### config.mk
export PLATFORM = sky130hd
export DESIGN_NAME = line_cmd_sequencer
export DESIGN_NICKNAME = d
export VERILOG_FILES = /design/src/rtl/gfx_pkg.sv /design/src/rtl/line_cmd_sequencer_edge_select.sv /design/src/rtl/line_cmd_sequencer.sv
export SDC_FILE = /design/constraint.sdc
export NUM_CORES = 1
export LEC_CHECK = 0
export BUFFER_PORTS_ARGS = -buffer_cell sky130_fd_sc_hd__clkbuf_2
export CORE_ASPECT_RATIO = 0.75
export CORE_MARGIN = 2
export CORE_UTILIZATION = 30
export DETAILED_ROUTE_END_ITERATION = 10
export SLEW_MARGIN = 20
export SYNTH_ARGS = -nofsm -noshare
export SYNTH_HDL_FRONTEND = slang
export SYNTH_SLANG_ARGS = --single-unit
### constraint.sdc
create_clock -name clk -period 5 [get_ports clk]
set_clock_uncertainty 0.1 [all_clocks]
set_input_delay 0.5 -clock clk [delete_from_list [all_inputs] [get_ports clk]]
set_output_delay 0.5 -clock clk [all_outputs]
set_load 0.01 [all_outputs]
### src/rtl/gfx_pkg.sv
// gfx_pkg: types and constants shared by the line command sequencer and its
// edge mux. COORD_W and COLOR_W must match the line engine's bus widths.
package gfx_pkg;

  localparam int COORD_W = 8;
  localparam int COLOR_W = 24;
  localparam int CNT_W   = 16;

  localparam logic MODE_LINE = 1'b0;
  localparam logic MODE_TRI  = 1'b1;

  typedef enum logic [1:0] {
    ST_IDLE   = 2'd0,
    ST_ISSUE  = 2'd1,
    ST_WAIT   = 2'd2,
    ST_FINISH = 2'd3
  } seq_state_e;

  typedef struct packed {
    logic [COORD_W-1:0] x;
    logic [COORD_W-1:0] y;
  } vtx_t;

  // Index of the final edge of a shape.
  function automatic logic [1:0] last_edge(input logic mode);
    return (mode == MODE_TRI) ? 2'd2 : 2'd0;
  endfunction

endpackage

### src/rtl/line_cmd_sequencer_edge_select.sv
// edge_select: combinational mux from an edge index to the endpoint pair
// of that edge of the shape. Edge 0 is v0->v1, edge 1 is v1->v2 and edge 2
// is v2->v0. Index 3 never occurs and falls back to edge 0.
//   edge_idx_i      edge being selected
//   v0_i,v1_i,v2_i  shape vertices
//   a_o, b_o        start / end point of the selected edge
module edge_select
  import gfx_pkg::*;
(
  input  logic [1:0] edge_idx_i,
  input  vtx_t       v0_i,
  input  vtx_t       v1_i,
  input  vtx_t       v2_i,
  output vtx_t       a_o,
  output vtx_t       b_o
);

  always_comb begin
    a_o = v0_i;
    b_o = v1_i;
    case (edge_idx_i)
      2'd1: begin
        a_o = v1_i;
        b_o = v2_i;
      end
      2'd2: begin
        a_o = v2_i;
        b_o = v0_i;
      end
      default: ;
    endcase
  end

endmodule

### src/rtl/line_cmd_sequencer.sv
// line_cmd_sequencer: accepts line / triangle-outline commands over
// valid/ready and issues one line-engine job per edge using start/done.
// Endpoints and colour stay stable for the whole job because the engine
// reads them combinationally during its setup.
//   clk, reset (async, active-high; the engine shares this reset)
//   cmd_valid/cmd_ready, cmd_mode, cmd_x0..cmd_y2, cmd_color  command in
//   eng_start, eng_x0..eng_y1, eng_color, eng_done             engine side
//   eng_pixel_valid                                            pixel strobe
//   busy, cmd_done, edge_idx                                   status
// Optional feature macro PIXEL_COUNT_EN adds pix_count, the number of pixel
// strobes seen during the current command (saturating).
//
// state  | meaning
// IDLE   | ready for a command
// ISSUE  | eng_start high for one cycle with the current edge endpoints
// WAIT   | engine busy on the current edge, waiting for eng_done
// FINISH | cmd_done high for one cycle, then back to IDLE
module line_cmd_sequencer #(
  parameter int COORD_W = gfx_pkg::COORD_W,
  parameter int COLOR_W = gfx_pkg::COLOR_W,
  parameter int CNT_W   = gfx_pkg::CNT_W
) (
  input  logic               clk,
  input  logic               reset,
  input  logic               cmd_valid,
  output logic               cmd_ready,
  input  logic               cmd_mode,
  input  logic [COORD_W-1:0] cmd_x0,
  input  logic [COORD_W-1:0] cmd_y0,
  input  logic [COORD_W-1:0] cmd_x1,
  input  logic [COORD_W-1:0] cmd_y1,
  input  logic [COORD_W-1:0] cmd_x2,
  input  logic [COORD_W-1:0] cmd_y2,
  input  logic [COLOR_W-1:0] cmd_color,
  output logic               eng_start,
  output logic [COORD_W-1:0] eng_x0,
  output logic [COORD_W-1:0] eng_y0,
  output logic [COORD_W-1:0] eng_x1,
  output logic [COORD_W-1:0] eng_y1,
  output logic [COLOR_W-1:0] eng_color,
  input  logic               eng_done,
  input  logic               eng_pixel_valid,
  output logic               busy,
  output logic               cmd_done,
  output logic [1:0]         edge_idx
`ifdef PIXEL_COUNT_EN
  ,
  output logic [CNT_W-1:0]   pix_count
`endif
);
  import gfx_pkg::*;

  seq_state_e         state_q, state_d;
  vtx_t               v0_q, v1_q, v2_q, v0_d, v1_d, v2_d;
  logic               mode_q, mode_d;
  logic [COLOR_W-1:0] color_q, color_d;
  logic [1:0]         edge_q, edge_d;
  vtx_t               sel_a, sel_b;
  logic               accept;

  logic               ready_q, busy_q, start_q, done_q;
  vtx_t               ep_a_q, ep_b_q;

  assign accept = cmd_valid && (state_q == ST_IDLE);

  always_comb begin
    state_d = state_q;
    v0_d    = v0_q;
    v1_d    = v1_q;
    v2_d    = v2_q;
    mode_d  = mode_q;
    color_d = color_q;
    edge_d  = edge_q;
    case (state_q)
      ST_IDLE: begin
        if (accept) begin
          v0_d    = '{x: cmd_x0, y: cmd_y0};
          v1_d    = '{x: cmd_x1, y: cmd_y1};
          v2_d    = '{x: cmd_x2, y: cmd_y2};
          mode_d  = cmd_mode;
          color_d = cmd_color;
          edge_d  = 2'd0;
          state_d = ST_ISSUE;
        end
      end
      ST_ISSUE: state_d = ST_WAIT;
      ST_WAIT: begin
        if (eng_done) begin
          if (edge_q == last_edge(mode_q)) begin
            state_d = ST_FINISH;
          end else begin
            edge_d  = edge_q + 2'd1;
            state_d = ST_ISSUE;
          end
        end
      end
      ST_FINISH: state_d = ST_IDLE;
      default:   state_d = ST_IDLE;
    endcase
  end

  // The mux looks at next-state index and vertices so the registered
  // endpoints are already correct in the ISSUE cycle, including edge 0
  // straight after accept.
  edge_select u_edge_select (
    .edge_idx_i (edge_d),
    .v0_i       (v0_d),
    .v1_i       (v1_d),
    .v2_i       (v2_d),
    .a_o        (sel_a),
    .b_o        (sel_b)
  );

  always_ff @(posedge clk or posedge reset) begin
    if (reset) begin
      state_q <= ST_IDLE;
      v0_q    <= '0;
      v1_q    <= '0;
      v2_q    <= '0;
      mode_q  <= MODE_LINE;
      color_q <= '0;
      edge_q  <= 2'd0;
      ready_q <= 1'b1;
      busy_q  <= 1'b0;
      start_q <= 1'b0;
      done_q  <= 1'b0;
      ep_a_q  <= '0;
      ep_b_q  <= '0;
    end else begin
      state_q <= state_d;
      v0_q    <= v0_d;
      v1_q    <= v1_d;
      v2_q    <= v2_d;
      mode_q  <= mode_d;
      color_q <= color_d;
      edge_q  <= edge_d;
      ready_q <= (state_d == ST_IDLE);
      busy_q  <= (state_d != ST_IDLE);
      start_q <= (state_d == ST_ISSUE);
      done_q  <= (state_d == ST_FINISH);
      ep_a_q  <= sel_a;
      ep_b_q  <= sel_b;
    end
  end

  assign cmd_ready = ready_q;
  assign busy      = busy_q;
  assign eng_start = start_q;
  assign cmd_done  = done_q;
  assign edge_idx  = edge_q;
  assign eng_x0    = ep_a_q.x;
  assign eng_y0    = ep_a_q.y;
  assign eng_x1    = ep_b_q.x;
  assign eng_y1    = ep_b_q.y;
  assign eng_color = color_q;

`ifdef PIXEL_COUNT_EN
  logic [CNT_W-1:0] pix_q, pix_d;

  always_comb begin
    pix_d = pix_q;
    if (accept) begin
      pix_d = '0;
    end else if (busy_q && eng_pixel_valid && (pix_q != '1)) begin
      pix_d = pix_q + {{(CNT_W-1){1'b0}}, 1'b1};
    end
  end

  always_ff @(posedge clk or posedge reset) begin
    if (reset) pix_q <= '0;
    else       pix_q <= pix_d;
  end

  assign pix_count = pix_q;
`else
  localparam int unused_cnt_w = CNT_W;
  logic unused_pix_valid;
  assign unused_pix_valid = eng_pixel_valid;
`endif

endmodule

==> results.sh, run 1 <==
export IMPL_crit_path_end_kind="flip-flop"
export IMPL_period_needed_ps=2732
export IMPL_rows=39
export IMPL_n_fill_cell=1435
export IMPL_diodes=0
export IMPL_critPathRequiredTime_ps=5160
export IMPL_reg2reg_to="eng_x0[2]"
export IMPL_drc=0
export IMPL_final_common_cell="clkbuf_2"
export IMPL_drv_cap=0
export IMPL_leakagePower_nw=2.865
export IMPL_first_global_vias=3207
export IMPL_nets=547
export IMPL_area_growth_pct=30.51
export IMPL_rsz0062_at_grt="no"
export IMPL_numClockSinks=113
export IMPL_syn_inst=327
export IMPL_syn_avg_cell_area_um2=14.06
export IMPL_synth_fp_nets=407
export IMPL_min_period_over_period=0.5464
export IMPL_antenna_found_initial=0
export IMPL_instances_no_fill=682
export IMPL_startpoint_type="flip-flop"
export IMPL_vdd_drop_max_mv=0.2859
export IMPL_fin_hold_ws_ps=176.6
export IMPL_pre_cts_ws_ps=2073
export IMPL_async_flop_share=1.000
export IMPL_drt_iter0_drc=153
export IMPL_die_area_um2=16340
export IMPL_cp_arrival_ps=2890
export IMPL_final_cell_mix="138 x clkbuf_2, 112 x dfrtp_1, 33 x nand2_1"
export IMPL_seq_area_frac_synth=0.6154
export IMPL_hold_buffers=0
export IMPL_numCtsBuffers=17
export IMPL_r2r_setup_slack_ps=2270
export IMPL_dp_cells=653
export IMPL_synth_area_leader_cell="dfrtp_1"
export IMPL_first_pass_iters=4
export IMPL_synth_simple_area_share=0.04192
export IMPL_grt_max_degree=73
export IMPL_drt_wl_total_um=10100
export IMPL_synth_compound_area_frac=0.09254
export IMPL_stdcell_area_um2=6000
export IMPL_ys_ff_latch=113
export IMPL_worstPathMaxFanout=41
export IMPL_cts_clk_slew_worst_paths_ps=50
export IMPL_worst_pin_slew_ps=873.9
export IMPL_max_clock_freq_mhz=366.1
export IMPL_setup_viol=0
export IMPL_ys_top_cells_by_area="dfrtp_1 61%, mux2_4 10%, mux2_1 6.1%"
export IMPL_grt_ovfl_total=0
export IMPL_ant_nets=0
export IMPL_synth_xor_area_frac=0.001905
export IMPL_grt_first_pass_wirelength_um=16500
export IMPL_hold_class="input pin to async pin"
export IMPL_synth_area_um2=4597
export IMPL_synth_top_area_frac=0.6097
export IMPL_final_max_slew_viol_count=0
export IMPL_post_dp_cell_area_um2=5444
export IMPL_crit_start="state_q[1]"
export IMPL_p_per_area_nw_per_um2=731.2
export IMPL_drive_above_1_share=0.4696
export IMPL_worstSetupPathType="flip-flop to flip-flop"
export IMPL_synth_area_mux_share=0.2096
export IMPL_setup_slack_ps=2268
export IMPL_fin_tns_setup_ps=0
export IMPL_synth_top_family_by_area="multiplexers"
export IMPL_post_cts_buffers=0
export IMPL_place_gp_congestion=0.7561
export IMPL_start_util=0.3039
export IMPL_viasPerCell=4.475
export IMPL_wire_per_inst_um=14.80
export IMPL_hold_violations=0
export IMPL_ys_flop_type="dfrtp_1"
export IMPL_die_h_um=111.2
export IMPL_num_vias=3052
export IMPL_cts_tree="done"
export IMPL_die_x_um=146.9
export IMPL_synth_edff_count=0
export IMPL_grtUsageTotal=0.1319
export IMPL_clk_latency_ps=410
export IMPL_r2r_start="state_q[1]"
export IMPL_hpwl_um=6483
export IMPL_status="completed"
export IMPL_max_slew_margin_rel=0.4174
export IMPL_synth_fa_ha_area_frac=0.005444
export IMPL_h_tree_depth=4
export IMPL_endpoint="eng_x0[2]"
export IMPL_r2r_cells=6
export IMPL_ctsResizeCount=0
export IMPL_ys_warn_count=0
export IMPL_ctsRootBufferMaster="clkbuf_16"
export IMPL_portBuffers=138
export IMPL_clockBufferDepth=2
export IMPL_io_pins=140
export IMPL_synthDistinctLibCells=31
export IMPL_core_area_um2=15130
==> stage by stage <==
step / util / total power [mW]
floorplan: - / 2.762
global placement: 0.3599 / 3.216
detailed placement: 0.3599 / 3.281
CTS: 0.3959 / 4.431
global route: 0.3966 / 4.710
finish: 0.3966 / 4.387
==> worst min path at each step <==
stage                        from       endpoint  slack [ps]  depth (start not counted)
finish                      reset  eng_color[12]         180                          2
global route        cmd_color[18]  eng_color[18]         190                          2
CTS                  cmd_color[7]   eng_color[7]         190                          2
detailed placement  eng_color[18]  eng_color[18]         380                          1
global placement     eng_color[8]   eng_color[8]         370                          1
floorplan                v0_q[10]       v0_q[10]         380                          1
==> synth_stat cells, types with 2 or more instances <==
cell,number
dfrtp_1,112
nand2_1,33
a22oi_1,32
mux2_4,32
o21ai_1,32
mux2_1,25
mux2_2,17
clkbuf_1,12
a21o_1,2
buf_4,2
buf_6,2
buf_8,2
ha_1,2
inv_1,2
nand2b_1,2
nor2_1,2
nor2b_1,2
==> layer usage <==
layer / GRT usage / routed length [um]
met1: 0.1704 / 4655
met2: 0.2013 / 4713
met3: 0.05350 / 610
met4: 0.04551 / 116
met5: 0 / 0
==> flip-flops by register name, summed over array words and instances (netlist names) <==
register / flops
v0_q: 16
mode_q: 1
eng_y1: 8
eng_x1: 8
v2_q: 16
eng_y0: 8
cmd_done: 1
cmd_ready: 1
eng_start: 1
eng_x0: 8
busy: 1
v1_q: 16
state_q: 2
eng_color: 24
edge_idx: 2
==> final cells by class <==
class / count / area [um^2] / share of cell area
Sequential cell: 113 / 2829 / 0.4715
Multi-Input combinational cell: 190 / 1634 / 0.2724
Timing Repair Buffer: 142 / 720.7 / 0.1201
Clock buffer: 23 / 488.0 / 0.08133
Tap cell: 205 / 256.5 / 0.04275
Clock inverter: 6 / 57.56 / 0.009593
Inverter: 3 / 13.76 / 0.002294
==> logic make-up after synthesis <==
logic type	Yosys count
AO/OA/AOI/OAI	68
XOR/XNOR	1
buffers and inverters	24
multiplexers	75
adder cells (fa/ha/maj)	2
flip-flops	113
AND/OR/NAND/NOR	44
==> power by group <==
group / switching (mW) / leakage (nW) / internal, mW
registers: 0.168 / 1.34 / 1.39
logic: 0.930 / 1.25 / 0.780
clock network: 0.397 / 0.271 / 0.722
==> critical path, stage by stage (launching register included) <==
cell and delay [ps]:
dfrtp_1 430, nor3b_4 210, buf_4 590, buf_4 540
mux2_2 420, a22oi_1 190, o21ai_1 80
(Power assumes the default switching activity.)
==> inputs of run 2 (changes only) <==
==> constraint.sdc (replaced) <==
create_clock -name clk -period 2.8 [get_ports clk]
set_clock_uncertainty 0.1 [all_clocks]
set_input_delay 0.28 -clock clk [delete_from_list [all_inputs] [get_ports clk]]
set_output_delay 0.28 -clock clk [all_outputs]
set_load 0.01 [all_outputs]
==> run 2 against run 1 <==
- sequential share of layout area shrank 2.4 points
- flip-flop and latch count is the same
- wire length grew 1.5%
- critical path type unchanged
==> results.sh, run 2 (synthesized netlist as in run 1, its figures left out) <==
export IMPL_final_common_cell="clkbuf_2"
export IMPL_hpwl_um=6439
export IMPL_first_pass_iters=4
export IMPL_die_area_um2=16340
export IMPL_drv_cap=0
export IMPL_core_area_um2=15130
export IMPL_ctsRootBufferMaster="clkbuf_16"
export IMPL_first_global_vias=3329
export IMPL_numClockSinks=113
export IMPL_rows=39
export IMPL_setup_viol=0
export IMPL_ant_nets=0
export IMPL_stdcell_area_um2=6327
export IMPL_clockBufferDepth=2
export IMPL_final_max_slew_viol_count=0
export IMPL_h_tree_depth=4
export IMPL_hold_class="input pin to flip-flop"
export IMPL_rsz0062_at_grt="no"
export IMPL_wire_per_inst_um=14.39
export IMPL_area_growth_pct=37.64
export IMPL_start_util=0.3039
export IMPL_num_vias=3155
export IMPL_final_cell_mix="138 x clkbuf_2, 112 x dfrtp_1, 33 x nand2_1"
export IMPL_path_common_cell="nand2_1"
export IMPL_grt_first_pass_wirelength_um=16880
export IMPL_grt_ovfl_total=0
export IMPL_cp_arrival_ps=2450
export IMPL_die_x_um=146.9
export IMPL_worstPathMaxFanout=40
export IMPL_cts_clk_slew_worst_paths_ps=50
export IMPL_cts_tree="done"
export IMPL_clk_latency_ps=400
export IMPL_numCtsBuffers=17
export IMPL_p_per_area_nw_per_um2=1264
export IMPL_largest_reg_flops=24
export IMPL_leakagePower_nw=2.993
export IMPL_hold_violations=0
export IMPL_viasPerCell=4.431
export IMPL_hold_start="cmd_x1[5]"
export IMPL_antenna_found_initial=0
export IMPL_portBuffers=138
export IMPL_max_clock_freq_mhz=448.7
export IMPL_crit_path_end_kind="flip-flop"
export IMPL_io_pins=140
export IMPL_max_slew_margin_rel=0.6061
export IMPL_drt_iter0_drc=136
export IMPL_worstSetupPathType="flip-flop to flip-flop"
export IMPL_drive_above_1_share=0.4477
export IMPL_drc=0
export IMPL_die_h_um=111.2
export IMPL_slowest_delay_ps=420
export IMPL_critPathRequiredTime_ps=3030
export IMPL_post_cts_buffers=0
export IMPL_status="completed"
export IMPL_grt_max_degree=114
export IMPL_post_dp_cell_area_um2=5498
export IMPL_grtUsageTotal=0.1339
export IMPL_r2r_start="state_q[1]"
export IMPL_vdd_drop_max_mv=0.5284
export IMPL_slowest_stage="dfrtp_1"
export IMPL_path_cells="nor2b_1 -> nand2_1 -> nor3b_1 -> a21oi_1 -> ha_2 -> buf_4 -> nand2_1 -> o21ai_1"
export IMPL_crit_start="state_q[1]"
export IMPL_crit_family="simple AND/OR/NAND/NOR gates"
export IMPL_cp_num_buf_inv=1
export IMPL_diodes=0
export IMPL_startpoint_type="flip-flop"
export IMPL_power_mw=7.996
export IMPL_worst_pin_slew_ps=590.9
export IMPL_fin_tns_setup_ps=0
export IMPL_place_gp_congestion=0.7492
export IMPL_period_needed_ps=2228
export IMPL_nets=574
export IMPL_min_period_over_period=0.7959
export IMPL_drt_wl_total_um=10250
## run 2: stage by stage
| stage | hold slack [ps] | utilization | setup WS [ps] | instances |
|---|---|---|---|---|
| 6_report | 23.75 | 0.4183 | 571.5 | 712 |
| 5_1_grt | 7.513 | 0.4183 | 295.2 | 712 |
| 4_1_cts | 6.801 | 0.4183 | 558.6 | 712 |
| 3_5_place_dp | 378.3 | 0.3634 | 559.9 | 655 |
| 3_3_place_gp | 367.1 | 0.3634 | 628.4 | 655 |
| 2_1_floorplan | 314.7 | - | 454.6 | 327 |
## run 2: routing by layer
| metal | vias to the layer above | GRT usage | part of all wire | routed length (um) |
|---|---|---|---|---|
| met5 | - | 0 | 0 | 0 |
| met4 | 0 | 0.04808 | 0.015 | 157 |
| met3 | 13 | 0.05309 | 0.062 | 636 |
| met2 | 104 | 0.2072 | 0.47 | 4782 |
| met1 | 1542 | 0.1705 | 0.46 | 4669 |
| li1 | 1496 | - | - | - |
## run 2: timing repair
action,4_1_cts,5_1_grt
hold buffers,25,0
gates resized for setup,0,0
hold endpoints to repair,136,0
## run 2: worst reg2reg max path: stages, from the launching register on
cell and delay (ps):
dfrtp_1 420, nor2b_1 260, nand2_1 110, nor3b_1 260, a21oi_1 90, ha_2 340, buf_4 360, nand2_1 110
o21ai_1 100
## run 2: worst paths after layout
path                            slack [ps]  cells past startpoint            to
worst max-delay path                   570                      8     eng_y1[3]
worst min-delay path                    20                      2      v1_q[13]
worst max register to register         570                      8     eng_y1[3]
worst min register to register         380                      1  eng_color[8]
max in group asynchronous             1670                      4     eng_y1[6]
min in group asynchronous              500                      4          busy
## run 2: cell type report
type | count | area [um^2]
Clock buffer | 21 | 440.4
Clock inverter | 11 | 138.9
Fill cell | 1395 | 8800
Inverter | 3 | 15.01
Multi-Input combinational cell | 190 | 1624
Sequential cell | 113 | 2829
Tap cell | 205 | 256.5
Timing Repair Buffer | 169 | 1023
## run 2: where the power goes
part / internal (mW) / switching, mW
Clock: 1.39 / 0.730
Combinational: 1.43 / 1.68
Sequential: 2.48 / 0.286
==> inputs of run 3 (changes only) <==
--- a/config.mk
+++ b/config.mk
@@ -5,6 +5,7 @@
 export SDC_FILE = /design/constraint.sdc
 export NUM_CORES = 1
 export LEC_CHECK = 0
+export ABC_AREA = 1
 export BUFFER_PORTS_ARGS = -buffer_cell sky130_fd_sc_hd__clkbuf_2
 export CORE_ASPECT_RATIO = 0.75
 export CORE_MARGIN = 2
==> constraint.sdc (replaced) <==
create_clock -name clk -period 2.12 [get_ports clk]
set_clock_uncertainty 0.1 [all_clocks]
set_input_delay 0.212 -clock clk [delete_from_list [all_inputs] [get_ports clk]]
set_output_delay 0.212 -clock clk [all_outputs]
set_load 0.01 [all_outputs]
==> run 3 against run 2 <==
- register-to-register slack got worse by 380 ps
- critical path type unchanged
- synthesized cell count increased by 94%
- die area rose by 15%
==> results.sh, run 3 <==
export IMPL_setup_viol=0
export IMPL_die_area_um2=18770
export IMPL_syn_avg_cell_area_um2=8.379
export IMPL_switching_share=0.3623
export IMPL_ys_flop_type="dfrtp_1"
export IMPL_critPathRequiredTime_ps=2320
export IMPL_grt_ovfl_total=0
export IMPL_worst_pin_slew_ps=638.8
export IMPL_max_slew_margin_rel=0.5741
export IMPL_ys_top_cells_by_area="dfrtp_1 53%, nand2_1 13%, nand3_1 11%"
export IMPL_post_dp_cell_area_um2=6332
export IMPL_p_seq_frac=0.326
export IMPL_switchingPower_mw=3.972
export IMPL_dp_cells=998
export IMPL_drt_wl_total_um=13140
export IMPL_vdd_drop_max_mv=0.6533
export IMPL_ant_nets=0
export IMPL_first_pass_iters=4
export IMPL_h_tree_depth=4
export IMPL_worstPathMaxFanout=20
export IMPL_synth_edff_count=0
export IMPL_ctsRootBufferMaster="clkbuf_16"
export IMPL_start_util=0.3031
export IMPL_drive_above_1_share=0.2654
export IMPL_p_int_mw=6.992
export IMPL_num_vias=4471
export IMPL_cts_tree="done"
export IMPL_io_pins=140
export IMPL_async_flop_share=1.000
export IMPL_ys_ff_latch=113
export IMPL_hold_violations=0
export IMPL_synth_most_common_cell="nand2_1"
export IMPL_numClockSinks=113
export IMPL_final_cell_mix="182 x nand2_1, 138 x clkbuf_2, 113 x nand3_1, 112 x dfrtp_1, 103 x inv_1"
export IMPL_synthDistinctLibCells=22
export IMPL_stdcell_area_um2=7233
export IMPL_die_x_um=157.5
export IMPL_core_area_um2=17500
export IMPL_syn_inst=633
export IMPL_status="completed"
export IMPL_cp_arrival_ps=2120
export IMPL_seq_area_frac_synth=0.5334
export IMPL_drt_iter0_drc=210
export IMPL_setup_slack_ps=195.7
export IMPL_ys_warn_count=0
export IMPL_synth_top_area_frac=0.5284
export IMPL_synth_top_cells_by_count="182 x nand2_1, 113 x nand3_1, 112 x dfrtp_1, 104 x inv_1, 48 x and2_1"
export IMPL_diodes=0
export IMPL_wire_per_inst_um=12.44
export IMPL_drv_cap=0
export IMPL_synth_area_leader_cell="dfrtp_1"
export IMPL_synth_area_um2=5304
export IMPL_clockBufferDepth=2
export IMPL_grt_first_pass_wirelength_um=21750
export IMPL_period_needed_ps=1924
export IMPL_nets=881
export IMPL_viasPerCell=4.234
export IMPL_hpwl_um=8158
export IMPL_worstSetupPathType="flip-flop to flip-flop"
export IMPL_portBuffers=138
export IMPL_crit_path_end_kind="flip-flop"
export IMPL_instances_no_fill=1056
export IMPL_first_global_vias=4489
export IMPL_max_clock_freq_mhz=519.7
export IMPL_power_mw=10.96
export IMPL_place_gp_congestion=0.7620
export IMPL_pre_cts_ws_ps=127.7
export IMPL_p_comb_frac=0.400
export IMPL_fin_tns_setup_ps=0
export IMPL_leakagePower_nw=3.932
export IMPL_clk_latency_ps=410
export IMPL_die_h_um=119.2
export IMPL_grt_max_degree=114
export IMPL_synth_fp_nets=713
export IMPL_final_max_slew_viol_count=0
export IMPL_largest_reg_flops=24
export IMPL_startpoint_type="flip-flop"
export IMPL_p_per_area_nw_per_um2=1516
export IMPL_area_growth_pct=36.38
export IMPL_min_period_over_period=0.9077
export IMPL_rows=42
export IMPL_antenna_found_initial=0
export IMPL_grtUsageTotal=0.1502
export IMPL_cts_clk_slew_worst_paths_ps=60
export IMPL_p_clk_frac=0.274
export IMPL_final_common_cell="nand2_1"
export IMPL_drc=0
export IMPL_numCtsBuffers=17
export IMPL_hold_class="input pin to flip-flop"
export IMPL_n_fill_cell=1785
==> run 3: cell types whose count changed after synthesis, sizes merged, moves of 32 or more <==
cell	change
nand2	+150
nand3	+112
inv	+101
mux2	-49
and2	+48
a22oi	-32
==> run 3: final timing paths <==
kind | start | endpoint | slack [ps] | cells past startpoint
min reg2reg | eng_color[12] | eng_color[12] | 400 | 1
min in group asynchronous | reset | eng_x0[0] | 390 | 4
min | eng_done | state_q[0] | 30 | 3
max reg2reg | state_q[1] | eng_x0[1] | 200 | 11
max in group asynchronous | reset | edge_idx[1] | 1030 | 4
max | state_q[1] | eng_x0[1] | 200 | 11
==> run 3: logic make-up (layout without fill, tap and decap cells) <==
kind of cell,Yosys count,count (layout),synth area share
AOI/OAI and AO/OA,6,6,0.006133
buffers and inverters,135,316,0.1017
DFF,113,113,0.5334
xor gates and xnor gates,1,1,0.001652
adders and majority gates,2,2,0.004717
and+or+nand+nor,351,351,0.2994
muxes,25,25,0.05308
==> run 3: stage by stage <==
| step | utilization | hold WS, ps |
|---|---|---|
| global placement | 0.3619 | 339.1 |
| global route | 0.4133 | 50.40 |
| finish | 0.4133 | 32.02 |
| floorplan | - | 262.5 |
| detailed placement | 0.3619 | 339.1 |
| CTS | 0.4120 | 2.384 |
==> run 3: repair_timing <==
action                                  4_1_cts  5_1_grt
endpoints found under the hold margin       137        0
buffers inserted                              0        0
hold buffers                                 26        0
endpoints found under the setup margin        0       32
gates resized for setup                       0        5
==> run 3: power groups by stage <==
stage | Sequential [mW] | Combinational, mW | Clock, mW
2_1_floorplan | 3.87 | 2.58 | 0
3_3_place_gp | 3.58 | 4.29 | 0
3_5_place_dp | 3.60 | 4.32 | 0
4_1_cts | 3.58 | 4.38 | 3.09
5_1_grt | 3.69 | 4.97 | 3.19
6_report | 3.58 | 4.38 | 3.01
==> run 3: layout make-up <==
cell class | instances | area [um^2] | share of cell area
Inverter | 104 | 394.1 | 0.05449
Timing Repair Buffer | 180 | 1129 | 0.1560
Tap cell | 242 | 302.8 | 0.04186
Clock inverter | 14 | 187.7 | 0.02595
Sequential cell | 113 | 2829 | 0.3911
Multi-Input combinational cell | 385 | 1962 | 0.2712
Clock buffer | 18 | 429.2 | 0.05933
==> run 3: routing by layer <==
layer / wire (um) / share of wire / global-route usage
met1: 6563 / 0.50 / 0.1980
met2: 5702 / 0.43 / 0.2314
met3: 656 / 0.050 / 0.04512
met4: 216 / 0.016 / 0.05909
met5: 0 / 0 / 0
==> run 3: worst max-delay path: stages (launching register included) <==
cell and delay [ps]:
dfrtp_1 420, inv_1 110, nor2_1 50, nand2_1 100
nand2_1 60, a21oi_1 170, inv_1 110, ha_4 300
inv_1 80, buf_12 170, nand2_1 70, nand2_1 60
